**src/rtl/branch_target_arbiter.sv**
```systemverilog
// branch_target_arbiter
// Shares one branch-target adder between two cores. Each core requests
// pc_plus4 + (offset << 2). A round-robin pointer decides conflicts, the
// sum is registered, and a one-hot strobe returns it one cycle after grant.
// A core whose response is on the strobe this cycle is masked from winning
// again, so a requester that drops req_i one cycle late is never served twice.
module branch_target_arbiter #(
  parameter int DATA_W = 32
) (
  input  logic              clk_i,
  input  logic              rst_i,
  input  logic [1:0]        req_i,
  input  logic [DATA_W-1:0] pc_plus4_0_i,
  input  logic [DATA_W-1:0] offset_0_i,
  input  logic [DATA_W-1:0] pc_plus4_1_i,
  input  logic [DATA_W-1:0] offset_1_i,
  input  logic [1:0]        flush_i,
  output logic [1:0]        gnt_o,
  output logic [1:0]        rsp_valid_o,
  output logic [DATA_W-1:0] target_o,
  output logic              prio_o
);

  logic [1:0]        rsp_valid_q, rsp_valid_d;
  logic [DATA_W-1:0] target_q, target_d;
  logic              prio_q, prio_d;

  logic [1:0]        eligible;
  logic [1:0]        gnt;
  logic [DATA_W-1:0] sum_0;
  logic [DATA_W-1:0] sum_1;

  // Both candidate targets; the shift drops the top two offset bits and the
  // add wraps modulo 2^DATA_W with the carry discarded.
  always_comb begin
    sum_0 = pc_plus4_0_i + (offset_0_i << 2);
    sum_1 = pc_plus4_1_i + (offset_1_i << 2);
  end

  // Eligibility and round-robin grant; nothing is granted while in reset.
  always_comb begin
    eligible = req_i & ~flush_i & ~rsp_valid_q;
    gnt      = 2'b00;
    if (rst_i) begin
      case (eligible)
        2'b01:   gnt = 2'b01;
        2'b10:   gnt = 2'b10;
        2'b11:   gnt = prio_q ? 2'b10 : 2'b01;
        default: gnt = 2'b00;
      endcase
    end
  end

  // Next-state for the response register, held target and priority pointer.
  always_comb begin
    rsp_valid_d = 2'b00;
    target_d    = target_q;
    prio_d      = prio_q;
    if (gnt[0]) begin
      rsp_valid_d = 2'b01;
      target_d    = sum_0;
      prio_d      = 1'b1;
    end else if (gnt[1]) begin
      rsp_valid_d = 2'b10;
      target_d    = sum_1;
      prio_d      = 1'b0;
    end
  end

  // State registers with synchronous active-low reset; a pending response is
  // simply dropped when reset is taken.
  always_ff @(posedge clk_i) begin
    if (!rst_i) begin
      rsp_valid_q <= 2'b00;
      target_q    <= '0;
      prio_q      <= 1'b0;
    end else begin
      rsp_valid_q <= rsp_valid_d;
      target_q    <= target_d;
      prio_q      <= prio_d;
    end
  end

  // Outputs; a flush during the response cycle hides that core's strobe only.
  always_comb begin
    gnt_o       = gnt;
    rsp_valid_o = rsp_valid_q & ~flush_i;
    target_o    = target_q;
    prio_o      = prio_q;
  end

endmodule

```
**config.mk**
```make
export PLATFORM = sky130hd
export DESIGN_NAME = branch_target_arbiter
export DESIGN_NICKNAME = d
export VERILOG_FILES = /design/src/rtl/branch_target_arbiter.sv
export SDC_FILE = /design/constraint.sdc
export NUM_CORES = 1
export LEC_CHECK = 0
export ABC_AREA = 1
export CELL_PAD_IN_SITES_DETAIL_PLACEMENT = 0
export CELL_PAD_IN_SITES_GLOBAL_PLACEMENT = 1
export CORE_MARGIN = 5
export CORE_UTILIZATION = 32
export DETAILED_ROUTE_END_ITERATION = 8
export PLACE_DENSITY_LB_ADDON = 0.08
export SLEW_MARGIN = 20
export SYNTH_ARGS = -nofsm -noshare
export SYNTH_HDL_FRONTEND = slang
export SYNTH_SLANG_ARGS = --single-unit
```
**constraint.sdc**
```tcl
create_clock -name clk_i -period 2.45 [get_ports clk_i]
set_clock_uncertainty 0.15 [all_clocks]
set_input_delay 0.49 -clock clk_i [delete_from_list [all_inputs] [get_ports clk_i]]
set_output_delay 0.49 -clock clk_i [all_outputs]
set_load 0.05 [all_outputs]
```
# Word level (Yosys, flattened, before mapping)
# Cells that the tools add are included.
# Widths: inputs -> output; s select.
totals:
  regBits: 35
  in_bits: 134
  out_inout_bits: 37
  elab_cells: 26
classes:
  n_addsub: 2
  n_eq_ne: 3
  n_mux: 9
  bitwise: 6
  n_reduce_logical: 2
ops:
  columns: ["cell", "count"]
  rows:
  - ["$add 32x32->32", 2]
  - ["$mux 32", 2]
  - ["$and 2x2->2", 3]
  - ["$mux 2", 3]
  - ["$pmux 2 s3", 1]
  - ["$eq 2x2->1 const B", 2]
  - ["$not 2->2", 2]
  - ["$mux 1", 3]
  - ["$eq 2x1->1 const B", 1]
  - ["$reduce_bool 2->1", 1]
  - ["$reduce_or 2->1", 1]
  - ["$not 1->1", 1]

# Depth between registers and ports, before layout
# Gate-level depths: netlist (run 1).
logic_depth:
  depth_word: 8
  mapped_depth: 14
  ltp_nobuf: 14

# Worst setup path before layout (run 1)
# Ideal clock, no wire load.
synth_path:
  kind: "input port to flip-flop"
  start: "in pc_plus4_1_i[2]"
  end: "reg target_q[30] (netlist: target_o[30])"
  setup_ns: 0.115
  arrival_time_ns: 1.911
  required_time_ns: 2.185
  path_slack_ns: 0.274
  path_stages: 14
  n_path_buf: 0
  cell_sequence: "ha_1 > fa_1 > nand2_1 > nand3_1 > nand3_1 > nand2_2 > nand2_2 > nand2_2 > nand3_1 > nand2_1 > nand2_1 > nand3_1 > nand2_1 > nor2_1"
synth_between:
  elab_chain_cells: 3
synth_lines:
  columns: ["item", "line_no", "rtl"]
  rows:
  - ["start: declaration", "15", "input logic [DATA_W-1:0] pc_plus4_1_i,"]
  - ["$add 32x32->32", "37", "sum_1 = pc_plus4_1_i + (offset_1_i << 2);"]
  - ["$mux 32", "63", "end else if (gnt[1]) begin"]
  - ["$mux 32", "59", "if (gnt[0]) begin"]
  - ["end signal: assignment", "79", "target_q <= target_d;"]
  - ["end: declaration", "25", "logic [DATA_W-1:0] target_q, target_d;"]
# No other way between the ends. The select of a mux whose other input is x is not followed.
# A chain may end at the register's enable or synchronous reset.

# Worst setup path after layout (run 1)
layout_path:
  start: "in rst_i"
  end: "out gnt_o[0]"
layout_between:
  elab_chain_cells: 1
layout_lines:
  columns: ["item", "line_no", "rtl"]
  rows:
  - ["start: declaration", "11", "input logic rst_i,"]
  - ["$mux 2", "44", "if (rst_i) begin"]
  - ["end: declaration", "18", "output logic [1:0] gnt_o,"]
# No other way between the ends.

==> impl_metrics.json, run 1 <==
{
  "clkSlewWorstSetupHoldPaths_ns": 0.05,
  "synth_cell_types": 44,
  "routed_wirelength_um": 20200,
  "synthesis.area_um2": 5530,
  "cts_max_level": 2,
  "pwr_density_cell_nw_per_um2": 370,
  "cts_tree": "built",
  "drc_errors": 0,
  "clock_latency_ns": 0.28,
  "drive_gt1_frac": 0.226,
  "first_pass_iters": 4,
  "die_height_um": 141,
  "status": "finished, final reports clean",
  "grt_start_max_net_pins": 19,
  "hp-start": "target_o[16]",
  "io_buffer_count": 166,
  "grt_pass1_wl_um": 31700,
  "rsz0062_at_grt": "true",
  "r2r_cells": 12,
  "antenna_found_initial": 0,
  "place_congestion": 0.854,
  "leakagePower_nw": 4.65,
  "finalNonFillerCells": 1555,
  "drv_cap": 0,
  "start_kind": "input pin",
  "grt_pass1_vias": 6864,
  "hp-class": "register to register",
  "viasPerCell": 4.58,
  "timing.final.crit_period_ns": 2.39,
  "final_util": 0.547,
  "num_rows": 48,
  "drt_iter0_drc": 235,
  "n_antenna_cell": 0,
  "io_pins": 171,
  "dieArea_um2": 20000,
  "crit_type": "input pin to output port",
  "area_growth_pct": 69.3,
  "track_usage": 0.192,
  "placed_cells": 1542,
  "syn_inst": 1004,
  "initial_core_util": 0.323,
  "cp.arrival_ns": 1.75,
  "regToRegStartpoint": "rsp_valid_q[1]",
  "worst_slew_pin_slew_ns": 0.599,
  "cp_max_fo": 4,
  "fin_nets": 1523,
  "holdPathEnd": "target_o[16]",
  "ys_seq_elements": 35,
  "yosys.area.top_type_share": 0.229,
  "place_area_um2": 8670,
  "ir_drop_mv": 0.281,
  "dp_hpwl_um": 17300,
  "synth_area_per_cell_um2": 5.50,
  "ys_seq_area_frac": 0.127,
  "hold_depth": 2,
  "maxSlewHeadroom": 0.599,
  "postLayoutCellArea_um2": 9360,
  "yosys_warnings": 0,
  "grt_overflow": 0,
  "core_um2": 17100,
  "slew_violations": 0,
  "final_cell_mix": "nand2_1, buf_4, clkdlybuf4s50_1, inv_1, nor2_1",
  "synth_area_leaders": "nand2_1, ha_1, dfxtp_1",
  "final-hold-violation-count": 0,
  "max_freq_mhz": 418,
  "ant_nets": 0,
  "synth_nets": 1198,
  "critPathCaptureType": "output port",
  "mostFrequentLayoutCell": "nand2_1",
  "wire_per_inst_um": 13.0,
  "clock_sinks": 35,
  "r2r-end": "target_o[18]",
  "synth_top_area_cell": "nand2_1",
  "cts_inserted_buffers": 5,
  "fin_crit_sh": 0.977,
  "setup_violations": 0,
  "async_reset_ff_frac": 0,
  "critPathRequiredTime_ns": 1.81,
  "synth_ff_type": "dfxtp_1",
  "die_w_um": 141,
  "via_count": 7125,
  "cts_root_buf": "clkbuf_16",
  "synth_edf_count": 0,
  "clockBufferDepth": 2,
  "ff2ff_setup_slack_ns": 0.53
}
[power by group]
group,internal [mW],switching [mW]
clock network,0.505,0.240
logic,0.981,1.09
registers,0.616,0.0263
[state kept, by name (all words and copies together), names as in the netlist]
name,count
target_o,32
rsp_valid_q,2
prio_o,1
[metal layers]
layer / share of wire / GRT usage / vias to the layer above
met5: 0 / 0 / -
met4: 0.016 / 0.0520 / 0
met3: 0.033 / 0.0135 / 17
met2: 0.50 / 0.354 / 136
met1: 0.45 / 0.240 / 3104
li1: - / - / 3868
[per-stage QoR]
| stage | setup WS, ns | power (mW) | hold slack (ns) | TNS, ns |
|---|---|---|---|---|
| 3_5_place_dp | -0.300 | 2.59 | 0.317 | -5.55 |
| 4_1_cts | 0.00730 | 3.36 | 0.325 | 0 |
| 2_1_floorplan | 0.274 | 1.68 | 0.401 | 0 |
| 3_3_place_gp | -0.282 | 2.59 | 0.311 | -5.02 |
| 6_report | 0.0567 | 3.46 | 0.324 | 0 |
| 5_1_grt | -0.0276 | 3.72 | 0.345 | -0.151 |
[timing repair]
item / in CTS / in global routing
setup endpoints to repair: 3 / 23
pin swaps: 4 / 16
gates resized for setup: 4 / 95
hold buffers: 0 / 0
setup buffers: 4 / 2
[layout make-up]
cell class	instances	area [µm²]
fillers	1808	7760
multi-input cells	809	4650
clock buffers	6	139
flip-flops and latches	35	701
well taps	225	282
repair buffers	333	3010
clock inverters	2	35.0
inverters	145	544
[how the worst max path moves through the flow]
stage                   endpoint             from  depth (start not counted)  slack (ns)
finish                  gnt_o[0]            rst_i                          5        0.06
CTS                 target_o[30]  pc_plus4_0_i[2]                         13       0.007
global placement    target_o[30]  pc_plus4_1_i[2]                         15       -0.28
detailed placement  target_o[30]  pc_plus4_1_i[2]                         15       -0.30
global route        target_o[30]  pc_plus4_1_i[2]                         15       -0.03
floorplan           target_o[30]  pc_plus4_1_i[2]                         14        0.27
[synth_stat cells, types with 2 or more instances]
cell type    n
and2_1       3
nor3_1      15
a21oi_1     74
nand3_1     91
buf_2        6
nand4_1     10
inv_1      138
nor2_2       4
ha_1        58
fa_1         2
or2_1        2
a21o_1       3
dfxtp_1     35
nand3b_1     6
nand2_1    337
nand3_2      3
xnor2_1      6
nor2_1     112
o21ai_0     15
a31oi_1      6
nand2_2     13
buf_4        3
inv_2        6
o21ai_1     13
or2_0        3
clkbuf_1     2
o21bai_1     6
buf_6        3
xor2_1       9
o211ai_1     6
[kinds of logic (layout without fill, tap and decap cells)]
group / after synthesis / after routing / share of synthesized area
AND/OR/NAND/NOR: 604 / 604 / 0.463
buffers and inverters: 160 / 486 / 0.116
AO/OA/AOI/OAI: 130 / 130 / 0.132
adder cells (fa/ha/maj): 60 / 60 / 0.139
flip-flops: 35 / 35 / 0.127
XOR/XNOR: 15 / 15 / 0.0238
[critical path, stage by stage]
cell and delay (ns):
clkdlybuf4s50_1 0.62, o21ai_4 0.11, nor2_4 0.21, buf_4 0.19, buf_12 0.13
(Power assumes the default switching activity.)
==> run 2, diff against run 1 <==
--- a/config.mk
+++ b/config.mk
@@ -8,9 +8,9 @@
 export ABC_AREA = 1
 export CELL_PAD_IN_SITES_DETAIL_PLACEMENT = 0
 export CELL_PAD_IN_SITES_GLOBAL_PLACEMENT = 1
-export CORE_MARGIN = 5
 export CORE_UTILIZATION = 32
 export DETAILED_ROUTE_END_ITERATION = 8
+export HOLD_SLACK_MARGIN = 0.02
 export PLACE_DENSITY_LB_ADDON = 0.08
 export SLEW_MARGIN = 20
 export SYNTH_ARGS = -nofsm -noshare
==> impl_metrics.json, run 2 (synthesis results as in run 1) <==
{
  "cts_inserted_buffers": 5,
  "clockBufferDepth": 2,
  "start_kind": "input pin",
  "max_freq_mhz": 422,
  "r2r_cells": 9,
  "dp_hpwl_um": 16700,
  "mostFrequentLayoutCell": "nand2_1",
  "io_buffer_count": 166,
  "largest_reg_flops": 32,
  "critPathRequiredTime_ns": 1.81,
  "dieArea_um2": 17800,
  "die_height_um": 133,
  "n_antenna_cell": 0,
  "place_congestion": 0.859,
  "io_pins": 171,
  "drive_gt1_frac": 0.218,
  "hp-start": "target_o[16]",
  "regToRegStartpoint": "rsp_valid_q[1]",
  "fin_crit_sh": 0.967,
  "wire_per_inst_um": 12.8,
  "crit_type": "input pin to output port",
  "ir_drop_mv": 0.274,
  "initial_core_util": 0.331,
  "drv_cap": 0,
  "cp_max_fo": 4,
  "slew_violations": 0,
  "num_rows": 47,
  "area_growth_pct": 68.1,
  "grt_pass1_wl_um": 31500,
  "grt_start_max_net_pins": 21,
  "clkSlewWorstSetupHoldPaths_ns": 0.06,
  "core_um2": 16700,
  "clock_sinks": 35,
  "via_count": 7083,
  "maxSlewHeadroom": 0.605,
  "final_cell_mix": "nand2_1, clkdlybuf4s50_1, buf_4, inv_1, nor2_1",
  "final_util": 0.556,
  "hp-class": "register to register",
  "cts_tree": "built",
  "grt_overflow": 0,
  "track_usage": 0.217,
  "seq_area_um2": 701,
  "drc_errors": 0,
  "critPathCaptureType": "output port",
  "final-hold-violation-count": 0,
  "status": "finished, final reports clean",
  "drt_iter0_drc": 259,
  "viasPerCell": 4.60,
  "multiInputGateArea_um2": 4680,
  "r2r-end": "target_o[7]",
  "cts_root_buf": "clkbuf_16",
  "antenna_found_initial": 0,
  "first_pass_iters": 5,
  "setup_violations": 0,
  "pwr_density_cell_nw_per_um2": 372,
  "leakagePower_nw": 4.60,
  "fin_nets": 1513,
  "routed_wirelength_um": 19700,
  "cts_hold_buf": 0,
  "die_w_um": 133,
  "ff2ff_setup_slack_ns": 0.61,
  "worst_slew_pin_slew_ns": 0.591,
  "cts_max_level": 2,
  "hold_depth": 2,
  "cp.arrival_ns": 1.73,
  "timing.final.crit_period_ns": 2.37,
  "rsz0062_at_grt": "true",
  "crit_path_start": "flush_i[0]",
  "holdPathEnd": "target_o[16]",
  "fillers": 1757,
  "grt_pass1_vias": 6727,
  "clock_latency_ns": 0.28,
  "ant_nets": 0,
  "setup_tns_ns": 0,
  "total_power_mw": 3.45
}
run 2: cell types whose count changed in the layout (fill, tap and decap cells not counted), moves of 3 or more:
cell     change
buf_4        -8
ha_4         +6
nor2_1       +5
a21oi_1      +4
a21oi_2      -4
nor2_2       -4
ha_1         -3
ha_2         -3
nor3_2       +3
run 2: layout make-up:
| type | count | area share |
|---|---|---|
| clock buffers | 6 | 0.0150 |
| flip-flops and latches | 35 | 0.0754 |
| clock inverters | 2 | 0.00377 |
| multi-input cells | 809 | 0.504 |
| inverters | 145 | 0.0586 |
| well taps | 220 | 0.0296 |
| repair buffers | 323 | 0.313 |
run 2: through the flow:
| step | area, µm² | worst slack, ns | hold slack [ns] | instances |
|---|---|---|---|---|
| 4_1_cts | 8790 | 0.0104 | 0.317 | 1539 |
| 3_5_place_dp | 8610 | -0.348 | 0.309 | 1531 |
| 5_1_grt | 9290 | -0.0342 | 0.341 | 1540 |
| 2_1_floorplan | 5530 | 0.274 | 0.401 | 1004 |
| 6_report | 9290 | 0.0813 | 0.318 | 1540 |
| 3_3_place_gp | 8610 | -0.302 | 0.302 | 1531 |
run 2: critical path: stages:
cell	delay, ns
clkdlybuf4s50_1	0.42
nor2_1	0.12
nand2_2	0.11
nor3_4	0.22
nor3_2	0.05
buf_4	0.16
buf_12	0.15
run 2: routing by layer:
layer,track usage,part of all wire,vias to the layer above
li1,-,-,3848
met5,0,0,-
met3,0.0107,0.028,9
met2,0.400,0.49,130
met4,0.0461,0.011,0
met1,0.278,0.47,3096
run 2: where the power goes:
group / internal (mW) / leakage (nW) / switching, mW
Clock: 0.506 / 0.0868 / 0.241
Combinational: 0.978 / 4.23 / 1.09
Sequential: 0.616 / 0.288 / 0.0260
Total: 2.10 / 4.60 / 1.35
run 2: worst max-delay path by stage:
stage / end / slack (ns) / depth (start not counted)
floorplan: target_o[30] / 0.27 / 14
global placement: target_o[30] / -0.30 / 13
detailed placement: target_o[30] / -0.35 / 13
CTS: target_o[30] / 0.01 / 13
global route: target_o[24] / -0.03 / 14
finish: gnt_o[1] / 0.08 / 7
run 2: repair_timing:
item	in CTS	in global routing
setup endpoints to repair	4	22
setup buffers	0	1
pin swaps	0	14
resized for setup	3	94
==> run 3, diff against run 2 <==
--- a/config.mk
+++ b/config.mk
@@ -10,8 +10,8 @@
 export CELL_PAD_IN_SITES_GLOBAL_PLACEMENT = 1
 export CORE_UTILIZATION = 32
 export DETAILED_ROUTE_END_ITERATION = 8
-export HOLD_SLACK_MARGIN = 0.02
-export PLACE_DENSITY_LB_ADDON = 0.08
+export HOLD_SLACK_MARGIN = 0.06
+export PLACE_DENSITY = 0.94
 export SLEW_MARGIN = 20
 export SYNTH_ARGS = -nofsm -noshare
 export SYNTH_HDL_FRONTEND = slang
==> impl_metrics.json, run 3 (synthesis results as in run 1) <==
{
  "start_kind": "input pin",
  "place_ws_ns": -0.306,
  "final-hold-violation-count": 0,
  "fillers": 1677,
  "regToRegStartpoint": "rsp_valid_q[1]",
  "crit_type": "input pin to register",
  "seq_area_um2": 701,
  "routed_wirelength_um": 19100,
  "hp-start": "target_o[16]",
  "largest_reg_flops": 32,
  "grt_pass1_vias": 6538,
  "track_usage": 0.209,
  "drt_iter0_drc": 260,
  "setup_tns_ns": 0,
  "cts_inserted_buffers": 5,
  "cts_max_level": 2,
  "pwr_density_cell_nw_per_um2": 360,
  "num_rows": 47,
  "cts_tree": "built",
  "r2r_cells": 10,
  "cts_root_buf": "clkbuf_16",
  "ant_nets": 0,
  "hp-class": "register to register",
  "ff2ff_setup_slack_ns": 0.64,
  "die_height_um": 133,
  "core_um2": 16700,
  "dieArea_um2": 17800,
  "cp_max_fo": 4,
  "leakagePower_nw": 4.50,
  "critPathRequiredTime_ns": 2.47,
  "multiInputGateArea_um2": 4680,
  "antenna_found_initial": 0,
  "final_cell_mix": "nand2_1, clkdlybuf4s50_1, buf_4, inv_1, nor2_1",
  "wire_per_inst_um": 12.5,
  "fin_nets": 1498,
  "dp_hpwl_um": 16100,
  "initial_core_util": 0.331,
  "grt_pass1_wl_um": 30200,
  "mostFrequentLayoutCell": "nand2_1",
  "maxSlewHeadroom": 0.607,
  "worst_slew_pin_slew_ns": 0.588,
  "clockBufferDepth": 2,
  "place_congestion": 0.902,
  "holdPathEnd": "target_o[16]",
  "io_buffer_count": 166,
  "io_pins": 171,
  "ir_drop_mv": 0.228,
  "fin_worst_hold_slack_ns": 0.317,
  "area_growth_pct": 65.7,
  "grt_start_max_net_pins": 21,
  "die_w_um": 133,
  "cts_hold_buf": 0,
  "clkSlewWorstSetupHoldPaths_ns": 0.05,
  "clock_sinks": 35,
  "cp.arrival_ns": 2.40,
  "rsz0062_at_grt": "true",
  "place_area_um2": 8480,
  "via_count": 7150,
  "first_pass_iters": 5,
  "n_antenna_cell": 0,
  "setup_violations": 0,
  "drc_errors": 0,
  "fin_crit_sh": 0.970,
  "drv_cap": 0,
  "layout_setup_ws_ns": 0.0736,
  "slew_violations": 0,
  "drive_gt1_frac": 0.208,
  "critPathCaptureType": "register",
  "timing.final.crit_period_ns": 2.38,
  "r2r-end": "target_o[20]",
  "clock_latency_ns": 0.28,
  "postLayoutCellArea_um2": 9160,
  "status": "finished, final reports clean",
  "max_freq_mhz": 421,
  "viasPerCell": 4.69,
  "grt_overflow": 0,
  "hold_depth": 2
}
## run 3: cell count changes in the layout (fill, tap and decap cells not counted), sizes merged
cell | previous run | this run
bufinv | 1 | 0
buf | 161 | 146
## run 3: critical path: stages
cell and delay (ns):
clkdlybuf4s50_1 0.40, ha_2 0.20, fa_2 0.39, nand2_1 0.08, nand3_1 0.08, nand3_2 0.11, nand2_2 0.08, buf_4 0.14
xor2_1 0.14, nand2_1 0.07, nand3_1 0.07, o211ai_1 0.08, inv_1 0.05
## run 3: cell type report
type / instances / share of cell area
clock buffer: 6 / 0.0152
clock inverter: 1 / 0.000547
inverter: 145 / 0.0595
multi-input combinational: 809 / 0.511
sequential: 35 / 0.0765
tap: 220 / 0.0301
timing repair buffer: 308 / 0.307
## run 3: how the worst max path moves through the flow
stage                     startpoint            to  slack [ns]
finish                 offset_1_i[0]  target_o[10]        0.07
global route        pc_plus4_1_i[16]  target_o[18]       -0.05
CTS                  pc_plus4_1_i[2]  target_o[22]        0.01
detailed placement   pc_plus4_0_i[2]  target_o[30]       -0.31
global placement     pc_plus4_0_i[2]  target_o[30]       -0.28
floorplan            pc_plus4_1_i[2]  target_o[30]        0.27
## run 3: metrics by stage
step                      std cells  power (mW)  utilization
after global routing           1524        3.54        0.548
after global placement         1512        2.51        0.508
after floorplan                1004        1.68            -
after CTS                      1519        3.17        0.516
final                          1524        3.30        0.548
after detailed placement       1512        2.53        0.508
## run 3: power by group
part,switching (mW),internal (mW)
clock network,0.231,0.396
logic,1.07,0.962
registers,0.0238,0.616
total,1.32,1.97
## run 3: repair_timing
| item | 4_1_cts | 5_1_grt |
|---|---|---|
| gates resized for setup | 1 | 94 |
| setup endpoints to repair | 2 | 23 |
| buffers inserted | 0 | 5 |
| pin swaps | 0 | 14 |
## run 3: metal layers
metal	part of all wire	up-vias	track usage	wire length [µm]
li1	-	3819	-	-
met1	0.46	3156	0.268	8680
met2	0.49	156	0.376	9320
met3	0.039	19	0.0186	741
met4	0.016	0	0.0492	313
met5	0	-	0	0
